`config.mk`:
```
export PLATFORM = sky130hd
export DESIGN_NAME = alu_divider_flat
export DESIGN_NICKNAME = d
export VERILOG_FILES = /design/src/rtl/alu_divider_if.sv /design/src/rtl/alu_divider.sv /design/src/flat_wrapper.sv
export SDC_FILE = /design/constraint.sdc
export NUM_CORES = 1
export LEC_CHECK = 0
export ABC_AREA = 1
export ABC_CLOCK_PERIOD_IN_PS = 3500
export CORE_ASPECT_RATIO = 0.7
export CORE_MARGIN = 3
export CORE_UTILIZATION = 55
export CTS_CLUSTER_DIAMETER = 60
export CTS_CLUSTER_SIZE = 12
export DETAILED_ROUTE_END_ITERATION = 7
export PLACE_DENSITY = 0.79
export SYNTH_ARGS = -nofsm -noshare
export SYNTH_HDL_FRONTEND = slang
export SYNTH_SLANG_ARGS = --single-unit
```
`constraint.sdc`:
```
create_clock -name clk -period 3.5 [get_ports clk]
set_input_delay 0.875 -clock clk [delete_from_list [all_inputs] [get_ports clk]]
set_output_delay 0.875 -clock clk [all_outputs]
set_load 0.02 [all_outputs]
```
`src/rtl/alu_divider_if.sv`:
```
// Start/done handshake and operand/result bundle for the ALU divider.
// The master issues requests and the slave is the divider.
interface alu_divider_if #(
  parameter int unsigned WIDTH = 32
);
  logic             start;
  logic [WIDTH-1:0] dividend;
  logic [WIDTH-1:0] divisor;
  logic             busy;
  logic             done;
  logic [WIDTH-1:0] quotient;
  logic [WIDTH-1:0] remainder;
  logic             div_by_zero;

  modport master (
    output start, dividend, divisor,
    input  busy, done, quotient, remainder, div_by_zero
  );

  modport slave (
    input  start, dividend, divisor,
    output busy, done, quotient, remainder, div_by_zero
  );
endinterface

```
`src/rtl/alu_divider.sv`:
```
// Multi-cycle unsigned restoring divider. It produces one quotient bit per clock
// and reports each result with a single-cycle done pulse.
module alu_divider #(
  parameter int unsigned WIDTH = 32
) (
  input  logic          clk,
  input  logic          reset_n,
  alu_divider_if.slave  bus
);
  localparam int unsigned CW = $clog2(WIDTH + 1);

  typedef enum logic [1:0] {S_IDLE, S_RUN, S_DONE} state_t;

  state_t           r_state;
  logic [WIDTH-1:0] r_q;
  logic [WIDTH-1:0] r_rem;
  logic [WIDTH-1:0] r_divisor;
  logic [CW-1:0]    r_cnt;
  logic             r_busy;
  logic             r_done;
  logic [WIDTH-1:0] r_quot;
  logic [WIDTH-1:0] r_remd;
  logic             r_dbz;

  logic [2*WIDTH-1:0] w_shift;
  logic [WIDTH:0]     w_trial;
  logic [WIDTH-1:0]   w_q_next;
  logic [WIDTH-1:0]   w_rem_next;

  // The remainder stays below 2^(k) after k steps, so dropping the shifted-out
  // MSB before the WIDTH+1-bit trial subtraction never loses information.
  always_comb begin
    w_shift    = {r_rem, r_q} << 1;
    w_trial    = {1'b0, w_shift[2*WIDTH-1:WIDTH]} - {1'b0, r_divisor};
    w_q_next   = {w_shift[WIDTH-1:1], ~w_trial[WIDTH]};
    w_rem_next = w_trial[WIDTH] ? w_shift[2*WIDTH-1:WIDTH] : w_trial[WIDTH-1:0];
  end

  always_ff @(posedge clk or negedge reset_n) begin
    if (!reset_n) begin
      r_state   <= S_IDLE;
      r_q       <= '0;
      r_rem     <= '0;
      r_divisor <= '0;
      r_cnt     <= '0;
      r_busy    <= 1'b0;
      r_done    <= 1'b0;
      r_quot    <= '0;
      r_remd    <= '0;
      r_dbz     <= 1'b0;
    end else begin
      case (r_state)
        S_IDLE: begin
          if (bus.start) begin
            r_divisor <= bus.divisor;
            r_q       <= bus.dividend;
            r_rem     <= '0;
            r_cnt     <= CW'(WIDTH);
            if (bus.divisor == '0) begin
              r_quot  <= '1;
              r_remd  <= bus.dividend;
              r_dbz   <= 1'b1;
              r_done  <= 1'b1;
              r_state <= S_DONE;
            end else begin
              r_busy  <= 1'b1;
              r_state <= S_RUN;
            end
          end
        end
        S_RUN: begin
          r_q   <= w_q_next;
          r_rem <= w_rem_next;
          r_cnt <= r_cnt - CW'(1);
          if (r_cnt == CW'(1)) begin
            r_quot  <= w_q_next;
            r_remd  <= w_rem_next;
            r_dbz   <= 1'b0;
            r_busy  <= 1'b0;
            r_done  <= 1'b1;
            r_state <= S_DONE;
          end
        end
        S_DONE: begin
          r_done  <= 1'b0;
          r_state <= S_IDLE;
        end
        default: r_state <= S_IDLE;
      endcase
    end
  end

  assign bus.busy        = r_busy;
  assign bus.done        = r_done;
  assign bus.quotient    = r_quot;
  assign bus.remainder   = r_remd;
  assign bus.div_by_zero = r_dbz;
endmodule

```
`src/flat_wrapper.sv`:
```
// flat-port wrapper written by rule: the top's interface ports become plain ports
module alu_divider_flat 
#(
  parameter int unsigned WIDTH = 32
)
  (clk, reset_n, bus_start, bus_dividend, bus_divisor, bus_busy, bus_done, bus_quotient, bus_remainder, bus_div_by_zero);
  alu_divider_if #(.WIDTH(WIDTH)) bus_i ();
  input  logic clk;
  input  logic reset_n;
  input wire logic [$bits(bus_i.start)-1:0] bus_start;
  input wire logic [$bits(bus_i.dividend)-1:0] bus_dividend;
  input wire logic [$bits(bus_i.divisor)-1:0] bus_divisor;
  output wire logic [$bits(bus_i.busy)-1:0] bus_busy;
  output wire logic [$bits(bus_i.done)-1:0] bus_done;
  output wire logic [$bits(bus_i.quotient)-1:0] bus_quotient;
  output wire logic [$bits(bus_i.remainder)-1:0] bus_remainder;
  output wire logic [$bits(bus_i.div_by_zero)-1:0] bus_div_by_zero;
  assign bus_i.start = bus_start;
  assign bus_i.dividend = bus_dividend;
  assign bus_i.divisor = bus_divisor;
  assign bus_busy = bus_i.busy;
  assign bus_done = bus_i.done;
  assign bus_quotient = bus_i.quotient;
  assign bus_remainder = bus_i.remainder;
  assign bus_div_by_zero = bus_i.div_by_zero;
  alu_divider #(.WIDTH(WIDTH)) u_core (.clk(clk), .reset_n(reset_n), .bus(bus_i));
endmodule
```
## Word-level counts from Yosys, hierarchy flattened

Cells that the tools add are included.

| operators by class | value |
|---|---|
| equality and inequality tests | 7 |
| bitwise operators | 1 |
| $add $sub $neg | 2 |
| reduce and logical (&&, ||, !) cells | 10 |
| muxes and demuxes | 28 |

Operators with widths:

| operator | number |
|---|---|
| $mux 32 | 8 |
| $pmux 32 s2 | 3 |
| $pmux 31 s2 | 1 |
| $sub 32x32->33 | 1 |
| $logic_not 32->1 | 1 |
| $mux 31 | 1 |
| $pmux 6 s2 | 1 |
| $reduce_and 4->1 | 3 |
| $eq 6x1->1 const B | 1 |
| $mux 1 | 6 |
| $mux 2 | 3 |
| $mux 6 | 1 |
| $reduce_and 2->1 | 3 |
| $sub 6x1->6 const B | 1 |
| $ne 2x1->1 const B | 2 |
| $ne 2x2->1 const B | 2 |
| $pmux 1 s2 | 2 |
| $pmux 2 s2 | 1 |
| $pmux 1 s3 | 1 |
| $reduce_bool 3->1 | 1 |
| $eq 2x1->1 const B | 1 |
| $eq 2x2->1 const B | 1 |
| $logic_not 2->1 | 1 |
| $reduce_bool 2->1 | 1 |
| $not 1->1 | 1 |

| word-level totals | value |
|---|---|
| output and inout port bits | 67 |
| bits of input ports | 67 |
| flip-flop bits (word level) | 170 |
| word-level logic and storage cells | 58 |

## Longest topological paths before layout

Gate-level depths: netlist of the first run.

| depth | value |
|---|---|
| word-level depth | 4 |
| gate-level depth with buffers | 18 |
| mapped depth without buffers | 17 |

## Least setup slack after synthesis of the first run

No wires, ideal clock.

| path | value |
|---|---|
| kind | in2reg |
| start point | input port bus_divisor[1] |
| end point | register u_core.r_remd[11] (netlist: u_core.bus.remainder[11]) |
| arrival time | 2.037 ns |
| stages | 11 |
| buffers on the path | 1 |
| slack | 1.351 ns |
| path through | inv_1 > nand3_1 > nor3_1 > nand2_1 > o21ai_1 > nand2_2 > clkbuf_1 > nor2_1 > nand3_2 > nand2_1 > inv_1 |

| between the ends | value |
|---|---|
| cells in the longest elaborated chain, start to end | 3 |

Ends and longest elaborated chain:

| item | RTL line | source |
|---|---|---|
| from (decl) | flat_wrapper.sv:12 | `input wire logic [$bits(bus_i.divisor)-1:0] bus_divisor;` |
| $logic_not 32->1 | alu_divider.sv:59 | `if (bus.divisor == '0) begin` |
| $ne 2x1->1 (no source line) | -- |  |
| $reduce_and 4->1 (no source line) | -- |  |
| to (signal assigned) | alu_divider.sv:61 | `r_remd <= bus.dividend;` |
| to (signal assigned) | alu_divider.sv:77 | `r_remd <= w_rem_next;` |
| to (decl) | alu_divider.sv:22 | `logic [WIDTH-1:0] r_remd;` |

Every way passes these cells.
A chain may end at the register's enable or synchronous reset.

## Worst setup path after layout of the first run

| path | value |
|---|---|
| start point | input port bus_divisor[6] |
| end point | register u_core.r_remd[9] (netlist: u_core.bus.remainder[9]) |

The elaborated chain is that of the path after synthesis.

==> summary.txt, run 1 <==
Min path
  • Hold path start: u_core.r_divisor[10]
  • Hold path cells: 2
  • Worst Hold End: u_core.r_divisor[10]
  • Hold WC Path Type: flip-flop to flip-flop

Layout
  • Fraction of layout instances using a drive strength above 1: under 10%
  • ANT cells: 0
  • Design area: 12530 um^2
  • Net total in the final layout: about 1.7k
  • P&R area growth vs syn: 20.97%
  • # fillers: 1564

Yosys
  • Synthesized flop and latch total: 170
  • Top post-synthesis cells by area: dfrtp_1 (41%), nand2_1 (17%), inv_1 (9.4%), nor2_1 (5.1%), ha_1 (4.2%)
  • Post-synth EDFFs: 0
  • Synth unique cells: 43
  • Post-Syn Area: about 10000 um^2
  • Post-synth top area cell: dfrtp_1
  • Ys Warns: 0
  • Syn_area_per_cell: roughly 7 um^2
  • Post-Syn Instances: approximately 1.5k
  • Top-area cell type share of the netlist area: 41.06%
  • Post-synthesis net count: around 1.6k
  • Register area share after synthesis: ~41%
  • Prevailing post-synth register cell: dfrtp_1
  • Top-count cell post-synth: nand2_1
  • Ys async rst share: between 90% and 100%
  • Post-synth top cells: nand2_1 (471), inv_1 (259), dfrtp_1 (170)

Power
  • Psw: 7.180 mW
  • Clock share of power: between 10% and 20%
  • Static Leakage: between 6 and 7 nW
  • Flop pwr share: roughly a quarter
  • Int Pwr: 7.155 mW
  • P per Cell Area: 1144 nW/um^2
  • Switching part of the total: around 50%
  • Comb pwr share: 60.9%
  • Worst ir drop on vdd: between 0.6 and 0.7 mV

Critical path
  • Arrival time at the worst endpoint: between 3 and 4 ns
  • Crit end category: flip-flop
  • Crit path cell chain: clkdlybuf4s50_1 -> inv_1 -> nand4_1 -> nor2_1 -> nand2_1 -> o21ai_1 -> nand2_2 -> buf_4 -> nor2_1 -> nand3_1 -> nand2_1 -> inv_1
  • Worst reg2reg startpoint: u_core.r_divisor[22]
  • WS Path Type: input port to flip-flop
  • Max FO, Critical Path: 34
  • CP peak stage delay: approximately 0.40 ns
  • R2r setup slk: about 0.76 ns
  • Critical Path Start Type: input port
  • Worst r2r path cells: 15
  • Worst R2R End: u_core.bus.remainder[22]
  • Worst path required time: between 3 and 4 ns
  • Max stage delay cell, worst path: clkdlybuf4s50_1
  • Worst Setup SP: bus_divisor[6]

CTS
  • Clock Latency Late Sink: approximately 0.44 ns
  • Clock transition at path regs: 0.07 ns
  • Clk sinks: 170
  • Clock tree buffer depth: 2
  • Clock Tree Root: clkbuf_16
  • CTS tree: built
  • PostCTS Resize Cnt: 0
  • Hold buffer count at cts: 0
  • CTS H-Tree Depth: 4
  • TritonCTS Buffers: 17
  • Post-CTS Setup Inserts: 0

Placement
  • Post-DP Area: 11910 um^2
  • Port Buffers: 133
  • DP HPWL: between 20 and 25 mm
  • RD Place Congestion: 0.9081
  • Pre-CTS setup slack: 0.2314 ns

Global routing
  • Pin count of the biggest net entering global routing: 83
  • Vias in the first global route: slightly above 9k
  • First-pass GRT wire length: approximately 46 mm
  • Antenna violations before repair: 0
  • GRT Util Overall: between 20% and 30%
  • Aggregate global routing overflow: 0

Die
  • Die Ht: around 120 um
  • Num ports: roughly 130
  • Core area: 18260 um^2
  • Die width: ~170 um
  • Cell Rows: between 40 and 50
  • Initial Util: roughly 57%
  • Die area: 20550 um^2

Flow run
  • # Max-Cap Violations: 0

Routing
  • Final wirelength: 28.35 mm
  • 1st-iter DRT viols: around 950
  • Routed WL per cell: 15.29 um
  • # DRC: 0
  • Vias/cell: about 5.2
  • DR pass1 iterations: 6
  • Via count: 9645
  • Post-DRT Antenna Nets: 0

STA
  • RSZ-0062 raised after global routing: false
  • Max Slew Vio Count: 0
  • Slew @ Worst Pin: 0.8162 ns
  • Final setup viols: 0
  • Setup ws final: between 0.6 and 0.7 ns
  • Final min period: 2.872 ns
  • Final Hold Fails: 0
  • Final period util: 82.07%
  • Final setup skew: about 0.0084 ns
  • Final setup TNS: 0 ns
  • Normalized max-slew margin: 45.59%
  • FMAX: around 0.35 GHz

Status
  • Status: complete, no violations
-- layout by cell type (no fill, tap or decap), types with 2 or more instances in the layout --
cell type,n
nor2_2,2
nand2_1,469
nor2_4,4
o22ai_1,2
or2_2,12
buf_4,11
clkinvlp_4,3
inv_1,259
inv_6,4
dfrtp_1,170
inv_2,8
nand3_2,11
or2_0,5
nand2_2,43
inv_8,2
ha_1,35
o21ai_0,57
and2_1,3
nor3_1,9
bufinv_16,2
clkdlybuf4s50_1,132
clkbuf_16,17
buf_12,3
a31oi_1,32
nor2_1,142
nand4_1,12
o21ai_1,18
xor2_1,14
a21oi_1,23
or2_1,15
nand3_1,80
clkinv_8,2
-- layer usage --
metal	global-route usage (%)	vias up	part of all wire, %
li1	-	4776	-
met1	41.87	4489	48
met2	42.95	348	44
met3	4.379	32	6.7
met4	6.586	0	1.3
met5	0	-	0
-- layout make-up --
cell class	instances	area (um^2)	area share [%]
Tap cell	236	295.3	2.356
Clock buffer	18	439.2	3.504
Multi-Input combinational cell	1002	4885	38.98
Timing Repair Buffer	147	1475	11.77
Sequential cell	170	4254	33.95
Inverter	267	1002	7.997
Clock inverter	14	181.4	1.448
-- power by group through the flow --
stage               combinational (mW)  clock, mW  sequential (mW)
finish                            8.73       1.99             3.62
global route                      9.76       2.09             3.72
CTS                               8.67       2.00             3.60
detailed placement                8.58          0             3.62
global placement                  8.39          0             3.61
floorplan                         5.70          0             3.93
-- worst max-delay path by stage --
stage | endpoint | slack, ns | cells after the start
final | u_core.bus.remainder[9] | 0.63 | 12
after global routing | u_core.bus.remainder[8] | 0.46 | 11
after CTS | u_core.bus.remainder[25] | 0.67 | 11
after detailed placement | u_core.bus.remainder[25] | 0.23 | 11
after global placement | u_core.bus.remainder[9] | 0.30 | 12
after floorplan | u_core.bus.remainder[11] | 1.35 | 11
-- critical path: cells and delay by family --
| family | cells | cell delay [ns] |
|---|---|---|
| AOI/OAI and AO/OA | 1 | 0.27 |
| buffers and inverters | 4 | 0.86 |
| and+or+nand+nor | 7 | 1.20 |
-- through the flow --
| stage | utilization, % | power, mW | instances | hold slack, ns |
|---|---|---|---|---|
| floorplan | - | 9.623 | 1486 | 0.4530 |
| global placement | 65.22 | 11.99 | 1822 | 0.4673 |
| detailed placement | 65.22 | 12.20 | 1822 | 0.4726 |
| CTS | 68.62 | 14.27 | 1854 | 0.4900 |
| global route | 68.62 | 15.57 | 1854 | 0.5011 |
| finish | 68.62 | 14.33 | 1854 | 0.4841 |
-- logic make-up after synthesis --
| family | synth area share, % |
|---|---|
| mux | 0.1087 |
| xor+xnor | 1.268 |
| compound gates | 7.404 |
| fa+ha+maj | 4.420 |
| flops | 41.06 |
| simple gates | 33.90 |
| buf+inv | 11.84 |
-- sequential cells by signal (all words and copies together) (netlist names) --
signal / cells
u_core.r_rem: 31
u_core.r_cnt: 6
u_core.r_state: 2
u_core.bus.busy: 1
u_core.bus.done: 1
u_core.bus.quotient: 32
u_core.bus.remainder: 32
u_core.r_divisor: 32
u_core.r_q: 32
u_core.bus.div_by_zero: 1
(Power assumes the default switching activity.)
==> inputs of run 2 (changes only) <==
--- a/config.mk
+++ b/config.mk
@@ -6,14 +6,14 @@
 export NUM_CORES = 1
 export LEC_CHECK = 0
 export ABC_AREA = 1
-export ABC_CLOCK_PERIOD_IN_PS = 3500
+export ABC_CLOCK_PERIOD_IN_PS = 2350
 export CORE_ASPECT_RATIO = 0.7
 export CORE_MARGIN = 3
-export CORE_UTILIZATION = 55
+export CORE_UTILIZATION = 51
 export CTS_CLUSTER_DIAMETER = 60
 export CTS_CLUSTER_SIZE = 12
 export DETAILED_ROUTE_END_ITERATION = 7
-export PLACE_DENSITY = 0.79
+export PLACE_DENSITY = 0.77
 export SYNTH_ARGS = -nofsm -noshare
 export SYNTH_HDL_FRONTEND = slang
 export SYNTH_SLANG_ARGS = --single-unit
==> constraint.sdc (replaced) <==
create_clock -name clk -period 2.35 [get_ports clk]
set_input_delay 0.5875 -clock clk [delete_from_list [all_inputs] [get_ports clk]]
set_output_delay 0.5875 -clock clk [all_outputs]
set_load 0.02 [all_outputs]
==> run 2 against run 1 <==
Against the previous run:
- cell count rose by 4.9%
- clock skew rose by 0.0051 ns
- global-route usage fell by 0.83 points
- flip-flop and latch count did not move
- sequential power rose by 50%
- non-clock buffer count rose by 64
- largest power group unchanged
- sequential share of layout area fell by 2.3 points
==> summary.txt, run 2 (synthesis gave the netlist of run 1 again) <==
Die
  • Die width: 176.4 um (+3.7%)
  • Core area: 19390 um^2 (+6.2%)
  • Die area: 22090 um^2 (+7.5%)
  • Die Ht: 125.2 um (+3.7%)
  • Num ports: 134 (unchanged)
  • Cell Rows: 42 (+2.4%)
  • Initial Util: 53.43% (-3.3 points)

Critical path
  • Max FO, Critical Path: 6 (-82%)
  • Crit end category: flip-flop
  • Critical Path Start Type: flip-flop
  • WS Path Type: flip-flop to flip-flop
  • Worst path required time: 2.73 ns (-1.10 ns)
  • Arrival time at the worst endpoint: 2.68 ns (-0.52 ns)
  • Worst r2r path cells: 16 (+1)
  • R2r setup slk: 0.05 ns (-0.71 ns)
  • Worst R2R End: u_core.bus.remainder[20]
  • Worst reg2reg startpoint: u_core.r_q[31]

CTS
  • Clock transition at path regs: 0.07 ns (about the same)
  • Clk sinks: 170 (unchanged)
  • Clock Tree Root: clkbuf_16
  • Clock tree buffer depth: 2 (unchanged)
  • CTS H-Tree Depth: 4 (unchanged)
  • CTS tree: built
  • Hold buffer count at cts: 0 (unchanged)
  • Clock Latency Late Sink: 0.44 ns (about the same)
  • TritonCTS Buffers: 17 (unchanged)

Power
  • Static Leakage: 7.122 nW (+5.6%)
  • Clock share of power: 12.1% (-1.8 points)
  • Switching part of the total: 49.21% (-0.88 points)
  • Int Pwr: 11.72 mW (+64%)
  • Worst ir drop on vdd: 0.8655 mV (+44%)
  • Psw: 11.35 mW (+58%)
  • P per Cell Area: 1717 nW/um^2 (+50%)
  • Flop pwr share: 23.6% (-1.6 points)
  • Comb pwr share: 64.3% (+3.4 points)

Layout
  • P&R area growth vs syn: 29.67%
  • Fraction of layout instances using a drive strength above 1: 13.80% (+5.5 points)
  • Commonest non-fill, non-tap cells in the layout: nand2_1 (459), inv_1 (259), dfrtp_1 (169), nor2_1 (140), clkdlybuf4s50_1 (132)
  • Design area: 13430 um^2 (+7.2%)
  • Commonest non-fill, non-tap cell in the layout: nand2_1
  • Net total in the final layout: 1772 (+3.7%)
  • # fillers: 1586 (+1.4%)
  • ANT cells: 0 (unchanged)

Min path
  • Hold WC Path Type: input port to async pin

Routing
  • Post-DRT Antenna Nets: 0 (unchanged)
  • Vias/cell: 5.168 (-0.66%)
  • Via count: 10.05k (+4.2%)
  • 1st-iter DRT viols: 944 (-0.84%)
  • # DRC: 0 (unchanged)
  • Final wirelength: 30.00 mm (+5.8%)
  • DR pass1 iterations: 6 (unchanged)
  • Routed WL per cell: 15.42 um (+0.86%)

Global routing
  • Antenna violations before repair: 0 (unchanged)
  • Aggregate global routing overflow: 0 (unchanged)
  • Vias in the first global route: 9709 (+7.3%)
  • GRT Util Overall: 27.18% (-0.83 points)
  • First-pass GRT wire length: 48.16 mm (+5.6%)
  • Pin count of the biggest net entering global routing: 66 (-20%)

STA
  • Setup ws final: 0.04731 ns (-0.5802 ns)
  • Max Slew Vio Count: 0 (unchanged)
  • Final setup viols: 0 (unchanged)
  • RSZ-0062 raised after global routing: true
  • Final min period: 2.303 ns
  • Final hold slack: 0.1061 ns (-0.3779 ns)
  • Final setup skew: 0.01344 ns (+0.005055 ns)
  • Slew @ Worst Pin: 0.6161 ns (-0.2001 ns)
  • Final Hold Fails: 0 (unchanged)
  • FMAX: between 0.4 and 0.5 GHz
  • Final period util: between 90% and 100%
  • Normalized max-slew margin: 58.93% (+13 points)

Placement
  • Port Buffers: 133 (unchanged)
  • RD Place Congestion: 0.9556 (+5.2%)
  • Pre-CTS setup slack: -0.2591 ns (-0.4905 ns)
  • Post-DP Area: 12490 um^2 (+4.9%)
  • DP HPWL: 21.97 mm (+5.6%)

Status
  • Status: complete, no violations

Flow run
  • # Max-Cap Violations: 0 (unchanged)
run 2: how the worst max path moves through the flow:
stage	start	end	slack (ns)	cells past startpoint
3_3_place_gp	bus_divisor[8]	u_core.bus.quotient[8]	-0.07	11
6_report	u_core.r_q[31]	u_core.bus.remainder[20]	0.05	16
4_1_cts	u_core.r_q[31]	u_core.bus.remainder[23]	0.008	16
2_1_floorplan	u_core.r_divisor[0]	u_core.bus.remainder[11]	0.23	15
3_5_place_dp	bus_divisor[28]	u_core.bus.quotient[5]	-0.26	11
5_1_grt	u_core.r_divisor[29]	u_core.bus.remainder[12]	-0.03	14
run 2: critical path, cell delays in order (launching register included):
cell	delay [ns]
dfrtp_1	0.35
inv_1	0.07
ha_2	0.18
fa_2	0.39
nor2_2	0.12
o21ai_2	0.08
nand2_4	0.07
nand2_2	0.06
nand2_4	0.08
nand2_4	0.07
a21oi_4	0.20
buf_12	0.17
clkbuf_16	0.16
nand2_2	0.06
nand3_1	0.07
nand2_1	0.06
inv_1	0.05
run 2: metal layers:
metal  GRT usage [%]  share of wire (%)  vias up
met2           40.55                 44      384
met1           39.61                 47     4692
met3           5.697                7.3       65
met5               0                  0        -
met4           9.003                2.4        0
li1                -                  -     4911
run 2: what timing repair did:
action	CTS	global route
pin swaps	1	4
endpoints found under the setup margin	18	61
cloned	1	2
gates resized for setup	3	41
buffers inserted	1	1
run 2: cell type report:
| cell class | instances | area (um^2) | area share [%] |
|---|---|---|---|
| Clock buffer | 17 | 425.4 | 3.167 |
| Multi-Input combinational cell | 1002 | 5144 | 38.29 |
| Inverter | 267 | 1002 | 7.460 |
| Clock inverter | 14 | 150.1 | 1.118 |
| Timing Repair Buffer | 211 | 2127 | 15.83 |
| Sequential cell | 170 | 4255 | 31.68 |
| Tap cell | 264 | 330.3 | 2.459 |
run 2: power by group through the flow:
stage          logic (mW)  clock network, mW  registers (mW)
2_1_floorplan        8.49                  0            5.85
3_3_place_gp         13.5                  0            5.37
3_5_place_dp         13.8                  0            5.38
4_1_cts              14.0               2.81            5.37
5_1_grt              16.4               2.95            5.59
6_report             14.8               2.79            5.44
run 2: through the flow:
stage / util [%] / TNS (ns) / std cells / power (mW)
2_1_floorplan: - / 0 / 1486 / 14.33
3_3_place_gp: 64.41 / -2.538 / 1909 / 18.84
3_5_place_dp: 64.41 / -12.42 / 1909 / 19.16
4_1_cts: 67.65 / 0 / 1942 / 22.23
5_1_grt: 69.28 / -0.2961 / 1945 / 24.98
6_report: 69.28 / 0 / 1945 / 23.07
